`config.mk`:
```
export PLATFORM = sky130hd
export DESIGN_NAME = riscv_result_monitor_flat
export DESIGN_NICKNAME = d
export VERILOG_FILES = /design/src/rtl/riscv_mon_pkg.sv /design/src/rtl/riscv_result_monitor_if.sv /design/src/rtl/sat_counter.sv /design/src/rtl/riscv_result_monitor.sv /design/src/flat_wrapper.sv
export SDC_FILE = /design/constraint.sdc
export NUM_CORES = 1
export LEC_CHECK = 0
export CAP_MARGIN = 20
export CORE_AREA = 2 2 236 261
export CTS_BUF_LIST = sky130_fd_sc_hd__clkbuf_8
export DETAILED_ROUTE_END_ITERATION = 16
export DIE_AREA = 0 0 238 263
export GPL_TIMING_DRIVEN = 0
export PLACE_DENSITY = 0.8
export SYNTH_ARGS = -nofsm -noshare
export SYNTH_HDL_FRONTEND = slang
export SYNTH_SLANG_ARGS = --single-unit
```
`constraint.sdc`:
```
create_clock -name clk -period 17.5 [get_ports clk]
set_input_delay 2.625 -clock clk [delete_from_list [all_inputs] [get_ports clk]]
set_output_delay 2.625 -clock clk [all_outputs]
set_load 0.05 [all_outputs]
```
`src/rtl/riscv_mon_pkg.sv`:
```
// Shared types, default parameters and helpers for the RISC-V result monitor.
package riscv_mon_pkg;

  localparam int unsigned ADDR_W_DEF      = 30;
  localparam int unsigned DATA_W_DEF      = 32;
  localparam int unsigned NUM_CHECKS_DEF  = 14;
  localparam int unsigned BASE_ADDR_DEF   = 0;
  localparam int unsigned CNT_W_DEF       = 16;
  localparam int unsigned ERR_W_DEF       = 8;
  localparam int unsigned TIMEOUT_CYC_DEF = 50000;
  localparam int unsigned BYTE_SWAP_DEF   = 1;

  localparam int unsigned MAX_DATA_W = 256;
  localparam int unsigned SAT_W      = 64;

  typedef enum logic [1:0] {
    ST_IDLE   = 2'd0,
    ST_CHECK  = 2'd1,
    ST_REPORT = 2'd2
  } mon_state_e;

  // Reverse the lowest nbytes bytes of x; the result sits in the low nbytes bytes.
  function automatic logic [MAX_DATA_W-1:0] byte_swap(input logic [MAX_DATA_W-1:0] x,
                                                       input int unsigned nbytes);
    logic [MAX_DATA_W-1:0] r;
    r = {<<8{x}};
    return r >> (8 * (MAX_DATA_W / 8 - nbytes));
  endfunction

  // Increment v, holding at the all-ones value of a w-bit counter.
  function automatic logic [SAT_W-1:0] sat_inc(input logic [SAT_W-1:0] v,
                                               input int unsigned w);
    logic [SAT_W-1:0] lim;
    lim = (SAT_W'(1) << w) - SAT_W'(1);
    return (v >= lim) ? v : v + SAT_W'(1);
  endfunction

endpackage

```
`src/rtl/riscv_result_monitor_if.sv`:
```
// Snooped core-side signals: data-memory write port, pipeline events and fetch address.
interface riscv_result_monitor_if
  import riscv_mon_pkg::*;
#(
  parameter int unsigned ADDR_W = ADDR_W_DEF,
  parameter int unsigned DATA_W = DATA_W_DEF
) ();

  logic              wen;
  logic [ADDR_W-1:0] addr;
  logic [DATA_W-1:0] data;
  logic              stall;
  logic              flush;
  logic              is_branch;
  logic [ADDR_W-1:0] I_addr;

  modport master (output wen, addr, data, stall, flush, is_branch, I_addr);
  modport slave  (input  wen, addr, data, stall, flush, is_branch, I_addr);

endinterface

```
`src/rtl/sat_counter.sv`:
```
// Saturating up-counter with synchronous clear.
module sat_counter
  import riscv_mon_pkg::*;
#(
  parameter int unsigned W = CNT_W_DEF
) (
  input  logic         clk,
  input  logic         rst,
  input  logic         inc,
  input  logic         clr,
  output logic [W-1:0] q
);

  always_ff @(posedge clk or negedge rst) begin
    if (!rst)     q <= '0;
    else if (clr) q <= '0;
    else if (inc) q <= W'(sat_inc(SAT_W'(q), W));
  end

endmodule

```
`src/rtl/riscv_result_monitor.sv`:
```
// Checks core result writes against a loadable expected table and
// collects cycle/stall/flush/branch/fetch statistics until finish.
module riscv_result_monitor
  import riscv_mon_pkg::*;
#(
  parameter int unsigned ADDR_W      = ADDR_W_DEF,
  parameter int unsigned DATA_W      = DATA_W_DEF,
  parameter int unsigned NUM_CHECKS  = NUM_CHECKS_DEF,
  parameter int unsigned BASE_ADDR   = BASE_ADDR_DEF,
  parameter int unsigned CNT_W       = CNT_W_DEF,
  parameter int unsigned ERR_W       = ERR_W_DEF,
  parameter int unsigned TIMEOUT_CYC = TIMEOUT_CYC_DEF,
  parameter int unsigned BYTE_SWAP   = BYTE_SWAP_DEF
) (
  input  logic                          clk,
  input  logic                          rst,
  riscv_result_monitor_if.slave         bus,
  input  logic                          cfg_we,
  input  logic [$clog2(NUM_CHECKS)-1:0] cfg_idx,
  input  logic [DATA_W-1:0]             cfg_data,
  output logic [1:0]                    state_o,
  output logic [ERR_W-1:0]              error_num,
  output logic [CNT_W-1:0]              duration,
  output logic [CNT_W-1:0]              stall_cycles,
  output logic [CNT_W-1:0]              flush_count,
  output logic [CNT_W-1:0]              branch_count,
  output logic [CNT_W-1:0]              instr_count,
  output logic                          finish,
  output logic                          pass,
  output logic                          timeout
);

  mon_state_e              state, state_n;
  logic [NUM_CHECKS-1:0]   seen, seen_n;
  logic [ERR_W-1:0]        err_n;
  logic [ERR_W:0]          err_sum;
  logic                    finish_n, pass_n, timeout_n;
  logic                    wen_q, wr_ev, in_check, instr_inc;
  logic [ADDR_W-1:0]       prev_iaddr;
  logic [DATA_W-1:0]       wdata;
  logic [DATA_W-1:0]       exp_tbl [NUM_CHECKS];

  assign wdata = (BYTE_SWAP != 0) ? DATA_W'(byte_swap(MAX_DATA_W'(bus.data), DATA_W / 8))
                                  : DATA_W'(bus.data);
  // Rising edge of wen: a write held across stalls is seen once.
  assign wr_ev     = bus.wen && !wen_q;
  assign in_check  = (state == ST_CHECK);
  assign instr_inc = in_check && !bus.stall && (bus.I_addr != prev_iaddr);
  assign state_o   = state;

  // Expected table is deliberately not reset so it survives test restarts.
  always_ff @(posedge clk) begin
    if (cfg_we && (32'(cfg_idx) < NUM_CHECKS)) exp_tbl[cfg_idx] <= cfg_data;
  end

  always_comb begin
    state_n   = state;
    seen_n    = seen;
    err_n     = error_num;
    err_sum   = '0;
    finish_n  = finish;
    pass_n    = pass;
    timeout_n = timeout;
    unique case (state)
      ST_IDLE: begin
        if (wr_ev && (bus.addr == ADDR_W'(BASE_ADDR)) && (wdata == exp_tbl[0])) begin
          state_n = ST_CHECK;
          err_n   = '0;
          seen_n  = NUM_CHECKS'(1);
        end
      end
      ST_CHECK: begin
        for (int unsigned k = 1; k < NUM_CHECKS; k++) begin
          if (wr_ev && (bus.addr == ADDR_W'(BASE_ADDR + k)) && !seen[k]) begin
            seen_n[k] = 1'b1;
            if (wdata != exp_tbl[k]) err_n = ERR_W'(sat_inc(SAT_W'(err_n), ERR_W));
          end
        end
        // A hit landing on the timeout cycle is scored before the timeout is considered.
        if (&seen_n) begin
          state_n   = ST_REPORT;
          finish_n  = 1'b1;
          timeout_n = 1'b0;
          pass_n    = (err_n == '0);
        end else if (32'(duration) == 32'(TIMEOUT_CYC - 1)) begin
          state_n   = ST_REPORT;
          finish_n  = 1'b1;
          timeout_n = 1'b1;
          pass_n    = 1'b0;
          err_sum   = {1'b0, err_n} + (ERR_W + 1)'($countones(~seen_n));
          err_n     = err_sum[ERR_W] ? '1 : err_sum[ERR_W-1:0];
        end
      end
      default: ;
    endcase
  end

  always_ff @(posedge clk or negedge rst) begin
    if (!rst) begin
      state      <= ST_IDLE;
      seen       <= '0;
      error_num  <= '1;
      finish     <= 1'b0;
      pass       <= 1'b0;
      timeout    <= 1'b0;
      wen_q      <= 1'b0;
      prev_iaddr <= '0;
    end else begin
      state     <= state_n;
      seen      <= seen_n;
      error_num <= err_n;
      finish    <= finish_n;
      pass      <= pass_n;
      timeout   <= timeout_n;
      wen_q     <= bus.wen;
      if (instr_inc) prev_iaddr <= bus.I_addr;
    end
  end

  sat_counter #(.W(CNT_W)) u_duration (
    .clk(clk), .rst(rst), .inc(in_check), .clr(state == ST_IDLE), .q(duration));
  sat_counter #(.W(CNT_W)) u_stall (
    .clk(clk), .rst(rst), .inc(in_check && bus.stall), .clr(state == ST_IDLE), .q(stall_cycles));
  sat_counter #(.W(CNT_W)) u_flush (
    .clk(clk), .rst(rst), .inc(in_check && bus.flush), .clr(state == ST_IDLE), .q(flush_count));
  sat_counter #(.W(CNT_W)) u_branch (
    .clk(clk), .rst(rst), .inc(in_check && bus.is_branch), .clr(state == ST_IDLE), .q(branch_count));
  sat_counter #(.W(CNT_W)) u_instr (
    .clk(clk), .rst(rst), .inc(instr_inc), .clr(state == ST_IDLE), .q(instr_count));

endmodule

```
`src/flat_wrapper.sv`:
```
// flat-port wrapper written by rule: the top's interface ports become plain ports
module riscv_result_monitor_flat import riscv_mon_pkg::*;
#(
  parameter int unsigned ADDR_W      = ADDR_W_DEF,
  parameter int unsigned DATA_W      = DATA_W_DEF,
  parameter int unsigned NUM_CHECKS  = NUM_CHECKS_DEF,
  parameter int unsigned BASE_ADDR   = BASE_ADDR_DEF,
  parameter int unsigned CNT_W       = CNT_W_DEF,
  parameter int unsigned ERR_W       = ERR_W_DEF,
  parameter int unsigned TIMEOUT_CYC = TIMEOUT_CYC_DEF,
  parameter int unsigned BYTE_SWAP   = BYTE_SWAP_DEF
)
  (clk, rst, cfg_we, cfg_idx, cfg_data, state_o, error_num, duration, stall_cycles, flush_count, branch_count, instr_count, finish, pass, timeout, bus_wen, bus_addr, bus_data, bus_stall, bus_flush, bus_is_branch, bus_I_addr);
  riscv_result_monitor_if #(.ADDR_W(ADDR_W), .DATA_W(DATA_W)) bus_i ();
  input  logic clk;
  input  logic rst;
  input  logic cfg_we;
  input  logic [$clog2(NUM_CHECKS)-1:0] cfg_idx;
  input  logic [DATA_W-1:0] cfg_data;
  output logic [1:0] state_o;
  output logic [ERR_W-1:0] error_num;
  output logic [CNT_W-1:0] duration;
  output logic [CNT_W-1:0] stall_cycles;
  output logic [CNT_W-1:0] flush_count;
  output logic [CNT_W-1:0] branch_count;
  output logic [CNT_W-1:0] instr_count;
  output logic finish;
  output logic pass;
  output logic timeout;
  input wire logic [$bits(bus_i.wen)-1:0] bus_wen;
  input wire logic [$bits(bus_i.addr)-1:0] bus_addr;
  input wire logic [$bits(bus_i.data)-1:0] bus_data;
  input wire logic [$bits(bus_i.stall)-1:0] bus_stall;
  input wire logic [$bits(bus_i.flush)-1:0] bus_flush;
  input wire logic [$bits(bus_i.is_branch)-1:0] bus_is_branch;
  input wire logic [$bits(bus_i.I_addr)-1:0] bus_I_addr;
  assign bus_i.wen = bus_wen;
  assign bus_i.addr = bus_addr;
  assign bus_i.data = bus_data;
  assign bus_i.stall = bus_stall;
  assign bus_i.flush = bus_flush;
  assign bus_i.is_branch = bus_is_branch;
  assign bus_i.I_addr = bus_I_addr;
  riscv_result_monitor #(.ADDR_W(ADDR_W), .DATA_W(DATA_W), .NUM_CHECKS(NUM_CHECKS), .BASE_ADDR(BASE_ADDR), .CNT_W(CNT_W), .ERR_W(ERR_W), .TIMEOUT_CYC(TIMEOUT_CYC), .BYTE_SWAP(BYTE_SWAP)) u_core (.clk(clk), .rst(rst), .bus(bus_i), .cfg_we(cfg_we), .cfg_idx(cfg_idx), .cfg_data(cfg_data), .state_o(state_o), .error_num(error_num), .duration(duration), .stall_cycles(stall_cycles), .flush_count(flush_count), .branch_count(branch_count), .instr_count(instr_count), .finish(finish), .pass(pass), .timeout(timeout));
endmodule
```
## Word level (Yosys, flattened, before mapping)

Memories as Yosys holds them, arrays and structs flattened.
Index checks and enable logic that the tools add are counted.

- Register bits after elaboration: 138
- RAM bits: 448
- Input port bits: 135
- Output and inout port bits: 93
- Word-level logic and storage cells: 284
- Memories kept: 1

Memories:

| memory | words | bits a word | read ports | clocked after Yosys merged registers in | write ports | RTL line | RTL |
|---|---|---|---|---|---|---|---|
| u_core.exp_tbl | 14 | 32 | 14 | 0 | 1 | riscv_result_monitor.sv:41 | `logic [DATA_W-1:0] exp_tbl [NUM_CHECKS];` |

- $add $sub $neg: 32
- $lt $le $gt $ge: 19
- Equal/unequal tests: 37
- Muxes and demuxes: 111
- Bitwise logic cells: 1
- Reductions and logical operators: 69

Operators with widths:

| kind | number |
|---|---|
| $mux 8 | 56 |
| $ne 32x32->1 | 13 |
| $mux 16 | 15 |
| $eq 30x4->1 const B | 6 |
| $eq 30x3->1 const B | 4 |
| $add 8x1->8 const B | 13 |
| $ge 8x8->1 const B | 13 |
| $add 16x1->16 const B | 5 |
| $ge 16x16->1 const B | 5 |
| $eq 30x2->1 const B | 2 |
| $add 9x9->9 | 6 |
| $logic_and 1x1->1 | 35 |
| $mux 1 | 33 |
| $eq 32x32->1 | 1 |
| $eq 30x1->1 const B | 1 |
| $logic_not 30->1 | 1 |
| $ne 30x30->1 | 1 |
| $pmux 13 s2 | 1 |
| $eq 16x16->1 const B | 1 |
| $pmux 8 s2 | 1 |
| $reduce_and 2->1 | 8 |
| $logic_not 1->1 | 15 |
| $add 1x1->2 | 7 |
| $mux 14 | 1 |
| other kinds (14) | 25 |

## Longest topological paths before layout

Gate-level depths: netlist (run 1).

- Depth in word-level cells: 71
- Gate-level depth with buffers: 91
- Depth with buffers taken out: 88

## Hierarchy

From an unflattened synthesis (run 1), not the netlist that was laid out.

- Cells, all modules: 2,751
- Area total of the unflattened synthesis: 31,914.4 um^2

Modules (own cells, without submodules):

| module | instances | cells an instance | area an instance (um^2) | sequential area each (um^2) |
|---|---|---|---|---|
| riscv_result_monitor | 1 | 2,295 | 27,471.3 | 14,914.3 |
| sat_counter (u_core.u_branch ...) | 4 | 91 | 879.6 | 400.4 |
| sat_counter (u_core.u_stall) | 1 | 92 | 924.6 | 400.4 |

## Worst setup path after synthesis (run 1)

No wires, ideal clock.

- Path kind: input to register
- From: input port bus_addr[11]
- To: register u_core.error_num[5]
- Library setup time: 0.079 ns
- Arrival: 21.492 ns
- Data required time: 17.421 ns
- Path slack: -4.071 ns
- Stages on the path: 87
- Path buffers: 3
- Path through: or4_1 -> nor4_4 -> and3_1 -> o21ai_1 -> xnor2_1 -> ha_1 -> o221ai_2 -> o41ai_2 -> xnor2_1 -> ha_1 -> o211ai_1 -> or3_1 -> buf_2 -> o21a_1 -> xnor2_1 -> inv_1 -> ha_1 -> o211a_1 -> [... 51 more ...] -> inv_1 -> ha_1 -> o31ai_1 -> nor3b_1 -> nand2_1 -> a31oi_1 -> ha_1 -> fa_1 -> ha_1 -> ha_1 -> a21o_1 -> a21oi_1 -> nor2b_1 -> o21ai_0 -> nand2b_1 -> a41oi_2 -> nand2_1 -> a22o_1

- Longest elaborated chain between the ends: 70
- Elaborated cells between the ends (all ways): 164
- Classes of those cells: add/sub: 26; order compare: 12; eq/ne: 14; mux: 80; bitwise: 1; reduce/logical: 31

RTL lines:

| what | RTL line | RTL |
|---|---|---|
| from (decl) | flat_wrapper.sv:31 | `input wire logic [$bits(bus_i.addr)-1:0] bus_addr;` |
| $eq 30x1->1 | riscv_result_monitor.sv:74 | `if (wr_ev && (bus.addr == ADDR_W'(BASE_ADDR + k)) && !seen[k]) begin` |
| $logic_and 1x1->1 (2 in a row) | riscv_result_monitor.sv:74 |  |
| $mux 8 | riscv_result_monitor.sv:74 |  |
| $mux 8 | riscv_result_monitor.sv:64 | `unique case (state)` |
| $add 8x1->8 / $ge 8x8->1 (equally long branches) | riscv_mon_pkg.sv:35 | `return (v >= lim) ? v : v + SAT_W'(1);` |
| $mux 8 | riscv_mon_pkg.sv:35 |  |
| $mux 8 | riscv_result_monitor.sv:76 | `if (wdata != exp_tbl[k]) err_n = ERR_W'(sat_inc(SAT_W'(err_n), ERR_W));` |
| $mux 8 | riscv_result_monitor.sv:74 |  |
| [... 53 more ...] | - |  |
| $mux 8 | riscv_result_monitor.sv:76 |  |
| $mux 8 | riscv_result_monitor.sv:74 |  |
| $mux 8 | riscv_result_monitor.sv:64 |  |
| $add 8x9->9 | riscv_result_monitor.sv:90 | `err_sum = {1'b0, err_n} + (ERR_W + 1)'($countones(~seen_n));` |
| $mux 8 | riscv_result_monitor.sv:91 | `err_n = err_sum[ERR_W] ? '1 : err_sum[ERR_W-1:0];` |
| $mux 8 | riscv_result_monitor.sv:85 | `end else if (32'(duration) == 32'(TIMEOUT_CYC - 1)) begin` |
| $mux 8 | riscv_result_monitor.sv:80 | `if (&seen_n) begin` |
| $pmux 8 s2 | riscv_result_monitor.sv:64 |  |
| to (signal assigned) | riscv_result_monitor.sv:111 | `error_num <= err_n;` |
| to (decl) | riscv_result_monitor.sv:22 | `output logic [ERR_W-1:0] error_num,` |

Several ways; a longest one is shown, not always the timed one. The select of a mux whose other input is x is not followed.
A chain may end at the register's enable or synchronous reset.

## Final worst setup path (run 1)

- From: input port bus_addr[28]
- To: register u_core.error_num[5]

The elaborated chain is that of the path after synthesis.

==> impl_metrics.toml, run 1 <==
[outcome]
status = "finished with violations"
violations = "setup timing"

[hold_path]
hold_end = "u_core.finish"
worstHoldStart = "u_core.finish"
min_path_cells = 1
min_path_type = "flip-flop to flip-flop"

[synth]
synthFlopType = "edfxtp_1"
synthesis.nets = 2775
synthesis.area_um2 = 30900
synth.distinct_cells = 107
async_reset_ff_share_pct = 23.5
yosys_warnings = 0
ys_ff_latch = 586
synth_edf_count = 448
ys_seq_area_share_pct = 54.8
avgSynthCellArea_um2 = 11.9
syn-instance-count = 2592

[critical_path]
r2r-start = "u_core.error_num[4]"
end_kind = "flip-flop"
reg2regPathDepth = 84
critPathKind = "input port to flip-flop"
cp.arrival_ns = 19.20
start_kind = "input port"
reg2reg_slack_ns = 0.30
crit_top_cell = "ha_4"
cp.buffers_inverters = 8
cp_top_family = "compound AO/OA/AOI/OAI gates"
slowest_delay_ns = 0.57
required_ns = 18.12
cp_max_fo = 6
critPathSlowestCell = "or4_4"
r2r_end = "u_core.error_num[5]"

[clock_network]
cts.sink_count = 586
insertion_delay_ns = 0.75
clk_pin_slew_ns = 0.06
cts_tree = "done"
cts_buffer_depth = 3
cts_root_buf = "clkbuf_8"
cts_buffers = 93
ctsHtreeMaxLevel = 3

[sta]
tightest_slew_ns = 1.22
fin_crit_ns = 18.58
maxSlewViolCount = 0
clock_skew_ns = 0.0793
rsz0062_at_grt = "true"
worst_slack_ns = -1.08
hold_violations = 0
slew_headroom_pct = 18.9
period_share_pct = 106
setup_viol = 8
max_freq_ghz = 0.0538

[final_layout]
stdcell_area_um2 = 38300
drive_gt1_share_pct = 19.2
area_delta_synth_final_pct = 24.2
fin_nets = 3228
utilization_pct = 64.2

[place]
placed_cell_area_um2 = 34700
gp_congestion = 0.938
port_buffers = 195
dp_hpwl_mm = 63.4

[route]
antenna_left = 0
drtPass1Iterations = 6
via_count = 23700
viasPerCell = 6.10
wl_mm = 96.1
drtIter0Drc = 2416
route.detailed.drc = 0
wire_per_inst_um = 24.7

[power]
p_leak_nw = 14.0
p_per_area_nw_per_um2 = 75.6
peakVddDrop_v = 0.0000903

[die]
rows = 94
core-area_um2 = 59700
start_util_pct = 51.7
die_w_um = 238
ios = 228
fp.dieH_um = 263
die-area_um2 = 62600

[global_route]
overflow = 0
grt_pass1_vias = 24100
antenna_found_initial = 4
grt_max_degree = 92
grt_pass1_wl_mm = 141
grt_usage_pct = 30.0

[job]
cap_violations = 0
==> Yosys cell counts (6+ instances only) <==
cell | count | area (um^2)
a211oi_1 | 13 | 97.6
a21o_1 | 11 | 82.6
a21oi_1 | 57 | 285
a22o_1 | 7 | 61.3
a31oi_1 | 18 | 113
and2_1 | 23 | 144
and3_1 | 29 | 181
and4_1 | 8 | 70.1
buf_1 | 15 | 56.3
buf_2 | 7 | 35.0
clkbuf_1 | 79 | 297
dfrtp_1 | 130 | 3250
dfstp_2 | 8 | 210
edfxtp_1 | 448 | 13500
fa_1 | 11 | 220
ha_1 | 37 | 463
inv_1 | 59 | 221
mux2_2 | 51 | 574
mux2i_1 | 20 | 200
nand2_1 | 153 | 574
nand2b_1 | 19 | 119
nand3_1 | 61 | 305
nand3b_1 | 9 | 67.6
nand4_1 | 71 | 444
nand4b_1 | 7 | 61.3
nor2_1 | 184 | 691
nor2b_1 | 12 | 75.1
nor3_1 | 48 | 240
nor4_1 | 137 | 857
o211a_1 | 7 | 70.1
o211ai_1 | 12 | 90.1
o21a_1 | 14 | 105
o21ai_0 | 42 | 210
o21ai_1 | 17 | 85.1
o221ai_1 | 6 | 52.6
o22ai_1 | 7 | 43.8
or2_2 | 9 | 56.3
or3_1 | 22 | 138
or4_1 | 10 | 75.1
xnor2_1 | 86 | 753
xor2_1 | 494 | 4330
==> sequential cells by signal, summed over array words and instances (netlist names), 2 cells and up <==
name / cells
u_core.state_o: 2
u_core.u_flush.q: 16
u_core.seen: 14
u_core.u_branch.q: 16
u_core.u_stall.q: 16
u_core.exp_tbl: 448
u_core.u_instr.q: 16
u_core.error_num: 8
u_core.u_duration.q: 16
u_core.prev_iaddr: 30
==> power by group <==
part	switching (mW)	internal, mW	leakage (nW)
Sequential	0.0113	1.53	5.90
Clock	0.575	0.580	1.03
Combinational	0.133	0.0721	7.06
Total	0.719	2.18	14.0
==> cells in the final DEF, fill, tap and decap left out, types with 15 or more instances in the layout <==
cell type	n
xor2_1	491
nand4_1	71
buf_6	20
or3_1	21
mux2i_1	17
clkdlybuf4s50_1	164
nor2_1	173
nor4_1	126
edfxtp_1	448
clkbuf_1	49
and3_1	25
nand3_1	60
xnor2_1	75
a31oi_1	16
inv_1	80
buf_2	15
clkinv_1	16
clkbuf_2	30
and2_1	17
ha_1	23
mux2_2	44
buf_4	127
o21ai_1	17
clkbuf_8	98
nand2b_1	18
o21ai_0	35
buf_8	16
nor3_1	41
dfrtp_1	130
nand2_1	143
a21oi_1	53
==> logic make-up (layout without fill, tap and decap cells) <==
group / Yosys count / count (layout) / synth area share (%)
AND/OR/NAND/NOR: 838 / 838 / 14.6
flip-flops: 586 / 586 / 54.8
XOR/XNOR: 584 / 584 / 16.7
AO/OA/AOI/OAI: 302 / 302 / 7.20
buffers and inverters: 161 / 688 / 2.00
multiplexers: 73 / 73 / 2.59
adder cells (fa/ha/maj): 48 / 48 / 2.21
other: 0 / 3 / 0
==> worst max path at each step <==
stage	startpoint	to	slack [ns]	depth (start not counted)
after CTS	bus_addr[16]	u_core.error_num[5]	-1.07	87
final	bus_addr[28]	u_core.error_num[5]	-1.08	84
after floorplan	bus_addr[8]	u_core.error_num[5]	-2.16	86
after global routing	bus_addr[28]	u_core.error_num[5]	-1.66	85
after detailed placement	bus_addr[29]	u_core.error_num[4]	-5.29	84
after global placement	bus_addr[2]	u_core.error_num[4]	-4.86	84
==> worst reg2reg max path, delay by kind of cell (launching register included) <==
kind | cells | cell delay (ns)
AO/OA/AOI/OAI | 27 | 5.82
flip-flops | 1 | 0.59
AND/OR/NAND/NOR | 27 | 4.77
XOR/XNOR | 4 | 0.70
adder cells (fa/ha/maj) | 14 | 3.01
multiplexers | 5 | 1.28
buffers and inverters | 7 | 0.99
==> per-stage QoR <==
step	power, mW	hold slack [ns]	instances	setup slack, ns	TNS, ns
5_1_grt	2.97	0.522	3889	-1.66	-12.79
3_5_place_dp	1.76	0.477	3581	-5.29	-45.27
6_report	2.90	0.489	3890	-1.08	-8.11
2_1_floorplan	1.65	0.463	2592	-2.16	-17.51
4_1_cts	2.90	0.495	3855	-1.07	-7.99
3_3_place_gp	1.74	0.453	3555	-4.86	-41.46
==> routing by layer <==
layer	track usage, %	routed length [um]	vias up
li1	-	-	10400
met3	5.83	9180	369
met2	51.5	47300	1476
met1	35.3	34000	11500
met5	0	20	-
met4	16.4	5550	4
==> layout make-up <==
| type | instances | area [um^2] |
|---|---|---|
| antenna | 3 | 7.51 |
| fill | 4287 | 21400 |
| sequential | 586 | 16900 |
| clock inverter | 71 | 434 |
| clock buffer | 98 | 1350 |
| tap | 768 | 961 |
| inverter | 59 | 226 |
| timing repair buffer | 362 | 3440 |
| buffer | 98 | 423 |
| multi-input combinational | 1845 | 14600 |
==> what timing repair did <==
item / in CTS / in global routing
pin swaps: 81 / 40
buffers inserted: 107 / 26
gates cloned: 0 / 0
resized for setup: 170 / 70
endpoints found under the setup margin: 9 / 9
hold buffers: 0 / 0
endpoints found under the hold margin: 0 / 0
No activity file was read; power rests on OpenSTA's default activity.
==> run 2, diff against run 1 <==
Settings changed: PLACE_DENSITY 0.8 to 0.78.
Clock period 17.5 ns to 18.5 ns, I/O delays scaled along.
==> impl_metrics.toml, run 2 (synthesis results as in run 1) <==
[hold_path]
min_path_cells = 1
hold_end = "u_core.finish"
min_path_type = "flip-flop to flip-flop"
worstHoldStart = "u_core.finish"

[power]
p_comb_share_pct = 7.0
seqPwrFrac_pct = 54.4
p_sw_mw = 0.644
clkPwrFrac_pct = 38.6
peakVddDrop_v = 0.0000852
p_per_area_nw_per_um2 = 70.1
intPower_mw = 2.03
p_sw_share_pct = 24.1
totalPowerFinal_mw = 2.68
p_leak_nw = 14.0

[sta]
rsz0062_at_grt = "true"
worst_slack_ns = -0.317
maxSlewViolCount = 0
max_freq_ghz = 0.0531
tightest_slew_ns = 1.20
clock_skew_ns = 0.0490
holdWs_ns = 0.469
fin_crit_ns = 18.82
slew_headroom_pct = 19.7
setup_viol = 8
hold_violations = 0
period_share_pct = 102

[final_layout]
final_cell_mix = "xor2_1 (492), edfxtp_1 (448), nor2_1 (173), clkdlybuf4s50_1 (163), nand2_1 (142)"
regMostFlops = "u_core.exp_tbl"
area_delta_synth_final_pct = 23.7
fin_nets = 3225
largest_reg_flops = 448
mostFrequentLayoutCell = "xor2_1"
reg.largest.list = "u_core.exp_tbl: 448 flops, u_core.prev_iaddr: 30 flops"
drive_gt1_share_pct = 18.8

[critical_path]
required_ns = 19.10
end_kind = "flip-flop"
cp_max_fo = 7
slowest_delay_ns = 0.55
r2r-start = "u_core.error_num[4]"
critPathSlowestCell = "or4_4"
cp.arrival_ns = 19.41
reg2reg_slack_ns = 1.29
reg2regPathDepth = 82
start_kind = "input port"
crit_top_cell = "ha_4"
critPathKind = "input port to flip-flop"
r2r_end = "u_core.error_num[5]"

[route]
viasPerCell = 6.02
drtIter0Drc = 2304
via_count = 23300
wl_mm = 94.1
drtPass1Iterations = 8
antenna_left = 0
wire_per_inst_um = 24.3
route.detailed.drc = 0

[place]
gp_congestion = 0.955
dp_hpwl_mm = 63.5
place_ws_ns = -4.41
port_buffers = 195

[clock_network]
cts.sink_count = 586
ctsHtreeMaxLevel = 3
cts_root_buf = "clkbuf_8"
cts_tree = "done"
insertion_delay_ns = 0.71
cts_buffers = 90
cts_hold_buf = 0
clk_pin_slew_ns = 0.06
cts_buffer_depth = 3

[die]
fp.dieH_um = 263
start_util_pct = 51.7
ios = 228
die_w_um = 238
die-area_um2 = 62600
rows = 94
core-area_um2 = 59700

[global_route]
grt_max_degree = 75
met2_usage_pct = 50.2
met3_usage_pct = 5.01
overflow = 0
antenna_found_initial = 6
grt_pass1_wl_mm = 138
grt_usage_pct = 29.3
busiest_layer = "met2"
gr-usage-met1_pct = 36.0
grt_pass1_vias = 23200

[outcome]
status = "finished with violations"
violations = "setup timing"

[job]
cap_violations = 0
-- run 2: cell types whose count changed in the layout (fill, tap and decap cells not counted), sizes merged --
cell	delta
bufinv	-1
dlygate4sd2	-11
clkbuf	+7
dlymetal6s2s	+23
clkinvlp	-1
clkinv	-6
inv	-5
diode	+1
buf	-14
clkdlybuf4s15	-6
clkdlybuf4s50	-1
-- run 2: per-stage QoR --
stage          util (%)  TNS (ns)  cells  cell area, um^2
3_5_place_dp       58.0    -37.34   3577            34600
3_3_place_gp       57.3    -39.38   3555            34200
2_1_floorplan         -    -10.07   2592            31300
5_1_grt            63.9     -7.85   3873            38200
4_1_cts            62.3     -7.30   3809            37300
6_report           63.9     -2.12   3876            38200
-- run 2: cell type report --
cell class                      count  area [um^2]
Antenna cell                        4         10.0
Buffer                             99          434
Clock buffer                       96         1320
Clock inverter                     58          347
Fill cell                        4503        21600
Inverter                           59          229
Multi-Input combinational cell   1845        14500
Sequential cell                   586        16900
Tap cell                          768          961
Timing Repair Buffer              361         3430
-- run 2: worst max path at each step --
stage / startpoint / endpoint / slack (ns) / cells after the start
2_1_floorplan: bus_addr[8] / u_core.error_num[5] / -1.31 / 86
3_3_place_gp: bus_addr[28] / u_core.error_num[4] / -4.63 / 83
3_5_place_dp: bus_addr[2] / u_core.error_num[4] / -4.41 / 84
4_1_cts: bus_addr[17] / u_core.error_num[5] / -0.95 / 92
5_1_grt: bus_data[9] / u_core.error_num[5] / -1.03 / 90
6_report: bus_data[9] / u_core.error_num[5] / -0.32 / 88
-- run 2: repair_timing --
action	CTS	global route
endpoints found under the hold margin	0	0
setup buffers	79	56
cloned	0	0
gates resized for setup	58	155
pin swaps	50	59
endpoints found under the setup margin	9	9
-- run 2: worst max-delay path, delay by kind of cell --
family | cells | cell delay, ns
and+or+nand+nor | 24 | 4.21
muxes | 4 | 1.08
xor gates and xnor gates | 6 | 1.06
adders and majority gates | 15 | 3.19
AOI/OAI and AO/OA | 27 | 5.38
buffers and inverters | 12 | 1.71
-- run 2: routing by layer --
layer | wire length [um] | vias to the layer above
met5 | 47 | -
met4 | 4470 | 8
met3 | 7950 | 292
met2 | 46900 | 1182
met1 | 34700 | 11500
li1 | - | 10400
-- run 2: power groups by stage --
| stage | sequential, mW | clock (mW) | combinational, mW |
|---|---|---|---|
| floorplan | 1.48 | 0 | 0.0824 |
| global placement | 1.48 | 0 | 0.168 |
| detailed placement | 1.48 | 0 | 0.180 |
| CTS | 1.46 | 1.04 | 0.183 |
| global route | 1.46 | 1.09 | 0.197 |
| finish | 1.46 | 1.03 | 0.188 |
